### src/rtl/simd_sequencer.sv
// Run-control for the SIMD core: streams a host program into instruction memory,
// then sequences decoder reset, half-clock phase and stall, and keeps run counters.
module simd_sequencer #(
  parameter int INS_ADDR_WIDTH = 10,
  parameter int INS_WIDTH      = 33,
  parameter int DRAIN_CYCLES   = 2,
  parameter int CNT_WIDTH      = 32
) (
  input  logic                      clk,
  input  logic                      rstn,
  input  logic                      ld_valid,
  output logic                      ld_ready,
  input  logic [INS_WIDTH-1:0]      ld_data,
  input  logic                      ld_last,
  output logic                      ins_we,
  output logic [INS_ADDR_WIDTH-1:0] ins_waddr,
  output logic [INS_WIDTH-1:0]      ins_wdata,
  input  logic                      start,
  input  logic                      abort,
  input  logic                      ext_stall,
  output logic                      busy,
  output logic                      done,
  output logic [INS_ADDR_WIDTH:0]   prog_len,
  output logic                      dec_rstn,
  output logic                      half_clk,
  output logic                      stall,
  input  logic                      ins_done,
  output logic [CNT_WIDTH-1:0]      run_cycles,
  output logic [CNT_WIDTH-1:0]      ins_issued
);
  localparam int PW = INS_ADDR_WIDTH + 1;
  localparam int DW = $clog2(DRAIN_CYCLES) + 1;
  localparam logic [DW-1:0] DRAIN_LAST = DW'(DRAIN_CYCLES - 1);

  typedef enum logic [2:0] {S_IDLE, S_CLR, S_RUN, S_DRAIN, S_DONE} state_t;

  state_t                    r_state;
  logic                      r_ins_we;
  logic [INS_ADDR_WIDTH-1:0] r_ins_waddr;
  logic [INS_WIDTH-1:0]      r_ins_wdata;
  logic [PW-1:0]             r_prog_len;
  logic                      r_closed;
  logic                      r_dec_rstn;
  logic                      r_half_clk;
  logic                      r_stall;
  logic                      r_busy;
  logic                      r_done;
  logic [CNT_WIDTH-1:0]      r_run_cycles;
  logic [CNT_WIDTH-1:0]      r_ins_issued;
  logic [DW-1:0]             r_drain;

  logic                      w_accept;
  logic                      w_retire;
  logic                      w_last;
  logic                      w_abort;
  logic [INS_ADDR_WIDTH-1:0] w_waddr;

  function automatic logic [CNT_WIDTH-1:0] sat_inc(input logic [CNT_WIDTH-1:0] v);
    return (&v) ? v : v + CNT_WIDTH'(1);
  endfunction

  // A closed program means the next accepted word restarts at address 0, so
  // a full-but-closed memory can still take a fresh program.
  assign ld_ready = (r_state == S_IDLE) & ~start & (r_closed | ~r_prog_len[INS_ADDR_WIDTH]);
  assign w_accept = ld_valid & ld_ready;
  assign w_waddr  = r_closed ? '0 : r_prog_len[INS_ADDR_WIDTH-1:0];
  assign w_retire = (r_state == S_RUN) & r_half_clk & ~ext_stall;
  assign w_last   = ins_done | ((r_ins_issued + CNT_WIDTH'(1)) == CNT_WIDTH'(r_prog_len));
  assign w_abort  = abort & ((r_state == S_CLR) | (r_state == S_RUN) | (r_state == S_DRAIN));

  assign ins_we     = r_ins_we;
  assign ins_waddr  = r_ins_waddr;
  assign ins_wdata  = r_ins_wdata;
  assign prog_len   = r_prog_len;
  assign dec_rstn   = r_dec_rstn;
  assign half_clk   = r_half_clk;
  assign stall      = r_stall | ((r_state == S_RUN) & ext_stall);
  assign busy       = r_busy;
  assign done       = r_done;
  assign run_cycles = r_run_cycles;
  assign ins_issued = r_ins_issued;

  always_ff @(posedge clk) begin
    if (!rstn) begin
      r_state      <= S_IDLE;
      r_ins_we     <= 1'b0;
      r_ins_waddr  <= '0;
      r_ins_wdata  <= '0;
      r_prog_len   <= '0;
      r_closed     <= 1'b0;
      r_dec_rstn   <= 1'b0;
      r_half_clk   <= 1'b0;
      r_stall      <= 1'b1;
      r_busy       <= 1'b0;
      r_done       <= 1'b0;
      r_run_cycles <= '0;
      r_ins_issued <= '0;
      r_drain      <= '0;
    end else begin
      r_ins_we <= w_accept;
      r_done   <= 1'b0;
      if (w_accept) begin
        r_ins_waddr <= w_waddr;
        r_ins_wdata <= ld_data;
        r_prog_len  <= r_closed ? PW'(1) : r_prog_len + PW'(1);
        r_closed    <= ld_last;
      end
      if (w_abort) begin
        r_state    <= S_IDLE;
        r_busy     <= 1'b0;
        r_half_clk <= 1'b0;
        r_stall    <= 1'b1;
        r_dec_rstn <= 1'b0;
      end else begin
        case (r_state)
          S_IDLE: begin
            if (start) begin
              r_busy <= 1'b1;
              if (r_prog_len != '0) begin
                r_state <= S_CLR;
              end else begin
                r_state      <= S_DONE;
                r_done       <= 1'b1;
                r_run_cycles <= '0;
                r_ins_issued <= '0;
              end
            end
          end
          S_CLR: begin
            r_run_cycles <= '0;
            r_ins_issued <= '0;
            r_half_clk   <= 1'b0;
            r_dec_rstn   <= 1'b1;
            r_stall      <= 1'b0;
            r_state      <= S_RUN;
          end
          S_RUN: begin
            r_run_cycles <= sat_inc(r_run_cycles);
            if (!ext_stall) r_half_clk <= ~r_half_clk;
            if (w_retire) begin
              r_ins_issued <= sat_inc(r_ins_issued);
              if (w_last) begin
                r_state    <= S_DRAIN;
                r_half_clk <= 1'b0;
                r_stall    <= 1'b1;
                r_drain    <= '0;
              end
            end
          end
          S_DRAIN: begin
            r_run_cycles <= sat_inc(r_run_cycles);
            if (r_drain == DRAIN_LAST) begin
              r_state    <= S_DONE;
              r_done     <= 1'b1;
              r_dec_rstn <= 1'b0;
            end else begin
              r_drain <= r_drain + DW'(1);
            end
          end
          S_DONE: begin
            r_state <= S_IDLE;
            r_busy  <= 1'b0;
          end
          default: r_state <= S_IDLE;
        endcase
      end
    end
  end
endmodule

### config.mk
export PLATFORM = sky130hd
export DESIGN_NAME = simd_sequencer
export DESIGN_NICKNAME = d
export VERILOG_FILES = /design/src/rtl/simd_sequencer.sv
export SDC_FILE = /design/constraint.sdc
export NUM_CORES = 1
export LEC_CHECK = 0
export ABC_AREA = 1
export BUFFER_PORTS_ARGS = -buffer_cell sky130_fd_sc_hd__buf_2
export CELL_PAD_IN_SITES_DETAIL_PLACEMENT = 1
export CELL_PAD_IN_SITES_GLOBAL_PLACEMENT = 2
export CORE_UTILIZATION = 28
export CTS_CLUSTER_SIZE = 24
export DETAILED_ROUTE_END_ITERATION = 10
export MAX_ROUTING_LAYER = met4
export PLACE_DENSITY_LB_ADDON = 0.2
export SLEW_MARGIN = 0
export SYNTH_ARGS = -nofsm -noshare
export SYNTH_HDL_FRONTEND = slang
export SYNTH_SLANG_ARGS = --single-unit
### constraint.sdc
create_clock -name clk -period 2.6 [get_ports clk]
set_input_delay 0.13 -clock clk [delete_from_list [all_inputs] [get_ports clk]]
set_output_delay 0.13 -clock clk [all_outputs]
set_load 0.01 [all_outputs]
Word level (Yosys, flattened, before mapping)
Index checks and enable logic that the tools add are counted.
Widths: inputs -> output; s select.
{"block": "word_totals", "reg_bits": 130, "latchBits": 0, "ramBits": 0, "rom_bits": 0, "inputBits": 41, "out_inout_bits": 125, "wordCells": 103, "memories": 0}
{"block": "op_classes", "n_addsub": 4, "multipliers": 0, "div_mod_pow": 0, "order_cmp": 0, "n_eq_ne": 14, "shift": 0, "muxes": 34, "bitwise": 18, "n_reduce_logical": 19}
{"cell": "$pmux 32 s3", "n": 2}
{"cell": "$mux 32", "n": 5}
{"cell": "$add 32x1->32 const B", "n": 2}
{"cell": "$reduce_and 32->1", "n": 2}
{"cell": "$eq 32x11->1", "n": 1}
{"cell": "$mux 3", "n": 5}
{"cell": "$ne 2x2->1 const B", "n": 7}
{"cell": "$pmux 3 s4", "n": 1}
{"cell": "$add 11x1->11 const B", "n": 1}
{"cell": "$mux 11", "n": 1}
{"cell": "$reduce_bool 11->1", "n": 1}
{"cell": "$mux 1", "n": 10}
{"cell": "$mux 10", "n": 1}
{"cell": "$pmux 1 s2", "n": 5}
{"cell": "$reduce_and 5->1", "n": 2}
{"cell": "$reduce_bool 2->1", "n": 4}
{"cell": "$and 1x1->1", "n": 7}
{"cell": "$eq 3x2->1 const B", "n": 2}
{"cell": "$mux 2", "n": 3}
{"cell": "$not 1->1", "n": 6}
{"cell": "$reduce_and 6->1", "n": 1}
{"cell": "$reduce_bool 3->1", "n": 2}
{"cell": "$or 1x1->1", "n": 5}
{"cell": "$pmux 2 s2", "n": 1}
{"cell": "other kinds (10)", "n": 12}

Logic depth before layout (Yosys ltp)
Gate-level depths: netlist of the first run.
{"block": "depth", "word_depth": 6, "ltp_mapped": 17, "mapped_depth_nobuf": 17}

Least setup slack after synthesis of the first run
Ideal clock, no wire load.
{"block": "synth_path", "path_type": "reg2reg", "start": "register r_ins_issued[1] (netlist: ins_issued[1])", "end": "register r_ins_issued[18] (netlist: ins_issued[18])", "setup_ps": 132, "arrival_ps": 1948, "required_time_ps": 2468, "path_slack_ps": 520, "path_stages_with_launch": 14, "path_buffers": 1, "path_cell_list": "dfxtp_1 ha_1 nand2_4 nor2_8 nand2_2 nor2_2 nand2_1 o41ai_1 nor2_1 nand2_1 inv_2 buf_2 nand2_1 a21oi_1"}
{"block": "synth_between", "elab_chain_cells": 4}
{"item": "start: declaration", "line_no": "49", "text": "logic [CNT_WIDTH-1:0] r_ins_issued;"}
{"item": "start signal: assignment", "line_no": "141", "text": "r_ins_issued <= sat_inc(r_ins_issued);"}
{"item": "$add 32x1->32", "line_no": "59", "text": "return (&v) ? v : v + CNT_WIDTH'(1);"}
{"item": "$mux 32", "line_no": "59"}
{"item": "$mux 32", "line_no": "140", "text": "if (w_retire) begin"}
{"item": "$pmux 32 s3", "line_no": "115", "text": "case (r_state)"}
Parallel ways exist; a longest one is shown, timed or not. The select of a mux whose other input is x is not followed.
A chain may end at the register's enable or synchronous reset.

Worst setup path in the final report of the first run
{"block": "layout_path", "start": "register r_ins_issued[0] (netlist: ins_issued[0])", "end": "register r_ins_issued[10] (netlist: ins_issued[10])"}
The elaborated chain is that of the path after synthesis.

==> results by group, run 1 <==
Status
  • Outcome: finished, final reports clean

Synth
  • Top post-synthesis cells by area: dfxtp_1, nand2_1, nor2_1, a21oi_1, inv_1
  • Largest area contributor in the netlist: dfxtp_1
  • Mapped Avg Cell Area: 6.63 um^2
  • Top post-synthesis cells by count: nand2_1, nor2_1, dfxtp_1
  • Syn Nets: 1056
  • Mapped Cells: 1010
  • Count leader, synth: nand2_1
  • Sequential share of the synthesized area: about two fifths
  • Share of the synthesized area in the top cell type: 38.9%
  • Main synth FF type: dfxtp_1
  • Yosys cell types: 46
  • Synthesized flop and latch total: 130
  • Post-synth ARST share: 0%
  • Mapped cell area: about 0.0067 mm^2
  • EDFF count, synth: 0
  • Warnings, synthesis: 0

Routing
  • Iteration-0 DRC Markers: 403
  • 1st-pass router iterations: 4
  • DRC: 0
  • Detail Route Antenna Nets: 0
  • Vias/cell: about 4.6
  • Drt wl/cell: 15.5 um
  • Routed WL: ~24 mm
  • Vias: 7241

Worst setup path
  • Crit end category: flop
  • Reg2reg setup slack: 0.21 ns
  • Worst EP required: between 2 and 3 ns
  • Critical path arrival: 2.69 ns
  • Crit path kind: flop to flop
  • Reg2reg path depth: 13
  • Worst setup SP type: flop
  • Crit Path Max Fanout: 22

Floorplanning
  • Top-level I/O count: 166
  • Initial Util: between 20% and 30%
  • Die width: 157 um
  • Row cnt: 56
  • Die height: 157 um
  • Core box area: 0.0235 mm^2
  • Die area: 0.0245 mm^2

Global route
  • Grt ovf: 0
  • Pin count of the biggest net entering global routing: 49
  • First-pass GRT wire length: roughly 39 mm
  • Number of global-route vias before repair: around 7400
  • Initial antenna violation count: 1
  • Total Routing Usage GR: 21.0%

Clock tree
  • Clk root buf: clkbuf_16
  • Clock sink count: 130
  • Cts bufs inserted: 17
  • Reg clk slew, reported paths: 0.07 ns
  • CTS tree: yes
  • H-tree depth: 4
  • Clk_lat worst skew: 0.44 ns
  • CTS max path bufs: 2

STA
  • Fin crit period: 2.39 ns
  • Worst-Margin Slew: 0.573 ns
  • Clk_skew: about 0.016 ns
  • Final Max Tran Viols: 0
  • Fin. Hold Viols: 0
  • Setup TNS: 0 ns
  • Hold WS: 0.0669 ns
  • Fin crit share: approximately nine tenths
  • Setup violators final: 0
  • Relative slew margins: 61.4%
  • Fmax: 418 MHz

Power
  • Power share of the clock group: between 30% and 40%
  • Net Sw Power: 2.41 mW
  • Leak pwr: just under 4 nW
  • Sequential share of power: 35.0%
  • Int Pwr: 4.06 mW
  • Power Total: between 6 and 7 mW
  • IR drop worst, VDD: 0.371 mV
  • Pwr dens: 717 mW/mm^2
  • Switching part of the total: 37.2%
  • Comb power frac: between 20% and 30%

Cells and area
  • Fillers: 3045
  • Synth-to-Final Area Change: 34.9%
  • NumNets Final: between 1000 and 1500
  • Cell area after layout: ~0.0090 mm^2
  • FF+latch area: ~0.0026 mm^2
  • Layout cell share with drive strength beyond 1: 22.5%
  • Area of the multi-input gates: 0.00363 mm^2

Place
  • Final Wtd Congestion: 0.818
  • Port Buffers: 165
  • Post-DP Area: 0.00804 mm^2
  • Final HPWL DP: 18.2 mm

Run
  • Max-Cap Viols: 0

Min path
  • WHS Path Cells: 3
  • Min-delay worst type: input pin to flop
cell usage in the layout, fill, tap and decap left out, types with 6 or more instances in the layout:
cell type      instances
dfxtp_1              130
inv_8                  7
buf_2                165
nand3_1               61
nor2_2                 8
dlygate4sd3_1         35
o31ai_1               11
inv_2                  8
nand4_1               10
o21ai_0               58
nand3b_1              13
nand2_2                6
nor2_1               172
nor3_1                20
inv_1                 82
xor2_1                 7
a21oi_1               74
clkbuf_16             17
o21ai_1                6
buf_4                 30
nand2_1              257
final cells by class:
type,count,share of cell area [%]
sequential,130,28.8
inverter,92,3.85
clock buffer,17,4.71
multi-input combinational,760,40.2
timing repair buffer,232,16.0
tap,319,4.42
clock inverter,15,2.05
antenna,1,0.0277
worst max-delay path, cell delays in order, from the launching register on:
cell	delay, ns
dfxtp_1	0.34
ha_2	0.26
nand2_4	0.10
nor2_8	0.19
nand2_2	0.09
nor2_4	0.15
nand2_1	0.08
o41ai_1	0.28
nor2_1	0.15
nand2_2	0.13
inv_2	0.12
buf_12	0.18
nand3_1	0.10
a21oi_1	0.07
metrics by stage:
| step | instances | worst slack [ns] | utilization (%) |
|---|---|---|---|
| floorplan | 1010 | 0.520 | - |
| global placement | 1497 | 0.135 | 34.2 |
| detailed placement | 1497 | 0.117 | 34.2 |
| CTS | 1564 | 0.111 | 38.3 |
| global route | 1566 | -0.0264 | 38.5 |
| finish | 1566 | 0.209 | 38.5 |
worst paths after layout:
kind / start / endpoint
max: ins_issued[0] / ins_issued[10]
min: rstn / r_drain[0]
max reg2reg: ins_issued[0] / ins_issued[10]
min reg2reg: dec_rstn / dec_rstn
flip-flops by register name, summed over array words and instances, names as in the netlist:
| name | cells |
|---|---|
| run_cycles | 32 |
| half_clk | 1 |
| done | 1 |
| ins_waddr | 10 |
| dec_rstn | 1 |
| prog_len | 11 |
| ins_issued | 32 |
| r_state | 3 |
| r_drain | 2 |
| r_stall | 1 |
| ins_wdata | 33 |
| busy | 1 |
| ins_we | 1 |
| r_closed | 1 |
metal layers:
metal / up-vias / track usage, % / routed length [um]
met1: 3370 / 27.6 / 12100
met2: 123 / 32.7 / 11000
met4: 0 / 5.88 / 240
met3: 19 / 4.18 / 1020
li1: 3729 / - / -
met5: - / - / 0
cell families (layout without fill, tap and decap cells):
family | after synthesis | count (layout) | share of synthesized area [%]
simple gates | 579 | 579 | 38.0
compound gates | 168 | 168 | 13.8
flops | 130 | 130 | 38.9
buf+inv | 120 | 356 | 7.30
xor+xnor | 8 | 8 | 1.05
fa+ha+maj | 5 | 5 | 0.934
other cells | 0 | 1 | 0
power groups by stage:
stage,registers (mW),clock network (mW),logic (mW)
after CTS,2.27,2.54,1.74
after global routing,2.29,2.62,1.94
after floorplan,2.36,0,1.03
after detailed placement,2.31,0,1.70
after global placement,2.31,0,1.68
final,2.27,2.47,1.74
repair_timing:
| item | CTS | global route |
|---|---|---|
| endpoints found under the setup margin | 0 | 31 |
| resized for setup | 0 | 8 |
| hold endpoints to repair | 35 | 0 |
| setup buffers | 0 | 1 |
| hold buffers | 35 | 0 |
(Power assumes the default switching activity.)
==> run 2, diff against run 1 <==
--- a/config.mk
+++ b/config.mk
@@ -5,15 +5,17 @@
 export SDC_FILE = /design/constraint.sdc
 export NUM_CORES = 1
 export LEC_CHECK = 0
-export ABC_AREA = 1
+export ABC_AREA = 0
 export BUFFER_PORTS_ARGS = -buffer_cell sky130_fd_sc_hd__buf_2
 export CELL_PAD_IN_SITES_DETAIL_PLACEMENT = 1
 export CELL_PAD_IN_SITES_GLOBAL_PLACEMENT = 2
-export CORE_UTILIZATION = 28
+export CORE_MARGIN = 3
+export CORE_UTILIZATION = 30
 export CTS_CLUSTER_SIZE = 24
 export DETAILED_ROUTE_END_ITERATION = 10
 export MAX_ROUTING_LAYER = met4
 export PLACE_DENSITY_LB_ADDON = 0.2
+export SETUP_SLACK_MARGIN = 0.1
 export SLEW_MARGIN = 0
 export SYNTH_ARGS = -nofsm -noshare
 export SYNTH_HDL_FRONTEND = slang
==> results by group, run 2 <==
Synth
  • Mapped Avg Cell Area: 7.81 um^2 (was 6.63 um^2)
  • Top post-synthesis cells by area: dfxtp_1, nand2_1, a21boi_0, xnor2_1, nor2_1 (was dfxtp_1, nand2_1, nor2_1, a21oi_1, inv_1)
  • Count leader, synth: dfxtp_1 (was nand2_1)
  • Mapped cell area: 0.00682 mm^2 (was 0.00670 mm^2)
  • Largest area contributor in the netlist: dfxtp_1 (unchanged)
  • EDFF count, synth: 0 (unchanged)
  • Sequential share of the synthesized area: 38.1% (was 38.9%)
  • Yosys cell types: 62 (was 46)
  • Post-synth ARST share: 0% (unchanged)
  • Synthesized flop and latch total: 130 (unchanged)
  • Mapped Cells: 874 (was 1010)
  • Share of the synthesized area in the top cell type: 38.1% (was 38.9%)
  • Syn Nets: 920 (was 1056)
  • Main synth FF type: dfxtp_1 (unchanged)
  • Warnings, synthesis: 0 (unchanged)
  • Top post-synthesis cells by count: dfxtp_1, nand2_1, nor2_1 (was nand2_1, nor2_1, dfxtp_1)

Power
  • IR drop worst, VDD: 0.374 mV (was 0.371 mV)
  • Pwr dens: 551 mW/mm^2 (was 717 mW/mm^2)
  • Leak pwr: 4.14 nW (was 3.91 nW)
  • Power Total: 5.57 mW (was 6.48 mW)

STA
  • Clk_skew: 0.0129 ns (was 0.0156 ns)
  • Fin crit period: 2.69 ns (was 2.39 ns)
  • Setup TNS: -0.208 ns (was 0 ns)
  • Final Max Tran Viols: 0 (unchanged)
  • Fmax: 371 MHz (was 418 MHz)
  • Relative slew margins: 67.4% (was 61.4%)
  • Fin. Hold Viols: 0 (unchanged)
  • Worst setup margin: -0.0944 ns (was 0.209 ns)
  • RSZ-0062 raised after global routing: yes
  • Hold WS: 0.133 ns (was 0.0669 ns)
  • Worst-Margin Slew: 0.489 ns (was 0.573 ns)
  • Setup violators final: 4 (was 0)
  • Fin crit share: 104% (was 92.0%)

Worst setup path
  • Crit path top cell by count: buf_4 (was nand2_2)
  • Cells along the critical path: buf_4 > nand3_1 > nor4_2 > xnor2_1 > o21ai_0 > or4_4 > nor4_4 > buf_4 > a21oi_4 > a2111oi_4 (was ha_2 > nand2_4 > nor2_8 > nand2_2 > nor2_4 > nand2_1 > o41ai_1 > nor2_1 > nand2_2 > inv_2 > buf_12 > nand3_1 > a21oi_1)
  • CP max-delay cell: or4_4 (was dfxtp_1)
  • Cell family with most CP delay: simple AND/OR/NAND/NOR gates (unchanged)
  • Worst EP required: 2.90 ns (about the same)
  • Crit Path Max Fanout: 4 (was 22)
  • Reg2reg setup slack: -0.09 ns (was 0.21 ns)
  • Bufs and invs on worst path: 2 (unchanged)
  • Crit end category: flop (unchanged)
  • Worst setup SP type: flop (unchanged)
  • Crit path kind: flop to flop (unchanged)
  • Slowest Stage Delay on Critical Path: 0.51 ns (was 0.34 ns)
  • Critical Path Stages: 10 (was 13)
  • Critical path arrival: 3.00 ns (was 2.69 ns)
  • Reg2reg path depth: 10 (was 13)

Cells and area
  • Fin cells: 1443 (was 1566)
  • Layout cell share with drive strength beyond 1: 33.8% (was 22.5%)
  • Cell area after layout: 0.0101 mm^2 (was 0.00903 mm^2)
  • NumNets Final: 1195 (was 1279)
  • Synth-to-Final Area Change: 48.2% (was 34.9%)
  • Final Util: 45.8% (was 38.5%)
  • Commonest non-fill, non-tap cell in the layout: buf_2 (was nand2_1)
  • Commonest non-fill, non-tap cells in the layout: buf_2, dfxtp_1, nand2_1 (was nand2_1, nor2_1, buf_2)
  • Number of flip-flops in the largest register: 33 (unchanged)
  • Fillers: 2651 (was 3045)

Place
  • Final Wtd Congestion: 0.860 (was 0.818)
  • Final HPWL DP: 17.3 mm (was 18.2 mm)
  • Cell Count Post-Placement: 1371 (was 1497)
  • Place WS: -0.132 ns (was 0.117 ns)
  • Port Buffers: 165 (unchanged)
  • Post-DP Area: 0.00865 mm^2 (was 0.00804 mm^2)

Clock tree
  • Reg clk slew, reported paths: 0.06 ns (was 0.07 ns)
  • Cts bufs inserted: 17 (unchanged)
  • CTS tree: yes (unchanged)
  • Clock sink count: 130 (unchanged)
  • Clk_lat worst skew: 0.42 ns (was 0.44 ns)
  • CTS max path bufs: 2 (unchanged)
  • H-tree depth: 4 (unchanged)
  • Clk root buf: clkbuf_16 (unchanged)

Floorplanning
  • Die height: 157 um (about the same)
  • Top-level I/O count: 166 (unchanged)
  • Initial Util: 30.9% (was 28.5%)
  • Core box area: 0.0221 mm^2 (was 0.0235 mm^2)
  • Row cnt: 54 (was 56)
  • Die width: 157 um (about the same)
  • Die area: 0.0246 mm^2 (was 0.0245 mm^2)

Global route
  • Grt ovf: 0 (unchanged)
  • Pin count of the biggest net entering global routing: 52 (was 49)
  • Total Routing Usage GR: 19.9% (was 21.0%)
  • First-pass GRT wire length: 38.5 mm (was 38.9 mm)
  • Number of global-route vias before repair: 7367 (was 7371)
  • Initial antenna violation count: 1 (unchanged)

Status
  • Outcome: finished with violations (was finished, final reports clean)
  • Failing checks: negative setup slack

Routing
  • 1st-pass router iterations: 4 (unchanged)
  • Detail Route Antenna Nets: 0 (unchanged)
  • Vias/cell: 5.02 (was 4.62)
  • Iteration-0 DRC Markers: 217 (was 403)
  • Routed WL: 24.2 mm (was 24.3 mm)
  • Vias: 7250 (was 7241)
  • DRC: 0 (unchanged)
  • Drt wl/cell: 16.7 um (was 15.5 um)

Min path
  • Min-delay worst type: input pin to flop (unchanged)
  • WHS Path Cells: 3 (unchanged)

Run
  • Max-Cap Viols: 0 (unchanged)
[run 2: layout make-up]
class	instances	area (um^2)	area share [%]
Multi-Input combinational cell	665	4280	42.3
Sequential cell	130	2610	25.9
Inverter	17	63.8	0.631
Timing Repair Buffer	318	2150	21.3
Tap cell	280	350	3.46
Antenna cell	1	2.50	0.0247
Clock inverter	13	195	1.93
Clock buffer	19	454	4.49
[run 2: layer usage]
metal,vias to the layer above,part of all wire [%],GRT usage (%)
met3,6,4.5,4.95
met4,0,0.49,3.29
met2,131,49,33.3
met1,3511,46,24.8
li1,3602,-,-
met5,-,0,-
[run 2: logic make-up after synthesis]
family	after synthesis	share of synthesized area [%]
buffers and inverters	79	4.68
flip-flops	130	38.1
XOR/XNOR	51	6.55
multiplexers	5	0.733
AO/OA/AOI/OAI	182	17.7
AND/OR/NAND/NOR	422	31.3
adder cells (fa/ha/maj)	5	0.917
[run 2: worst paths after layout]
kind,start,end
worst max register to register,ins_issued[11],done
worst min-delay path,start,ins_we
worst min register to register,ins_wdata[9],ins_wdata[9]
worst max-delay path,ins_issued[11],done
[run 2: repair_timing]
item	CTS	global route
gates resized for setup	8	101
setup endpoints to repair	28	79
setup buffers	1	3
hold endpoints to repair	35	0
hold buffers	35	0
pin swaps	3	23
[run 2: worst reg2reg max path: stages (launching register included)]
cell and delay, ns:
dfxtp_1 0.41, buf_4 0.16, nand3_1 0.09, nor4_2 0.34
xnor2_1 0.19, o21ai_0 0.14, or4_4 0.51, nor4_4 0.27
buf_4 0.18, a21oi_4 0.08, a2111oi_4 0.21
[run 2: where the power goes]
part	total, mW	internal (mW)	switching, mW	leakage, nW
Combinational	0.802	0.352	0.451	2.77
Sequential	2.09	2.05	0.0423	1.05
Clock	2.67	1.68	0.989	0.312
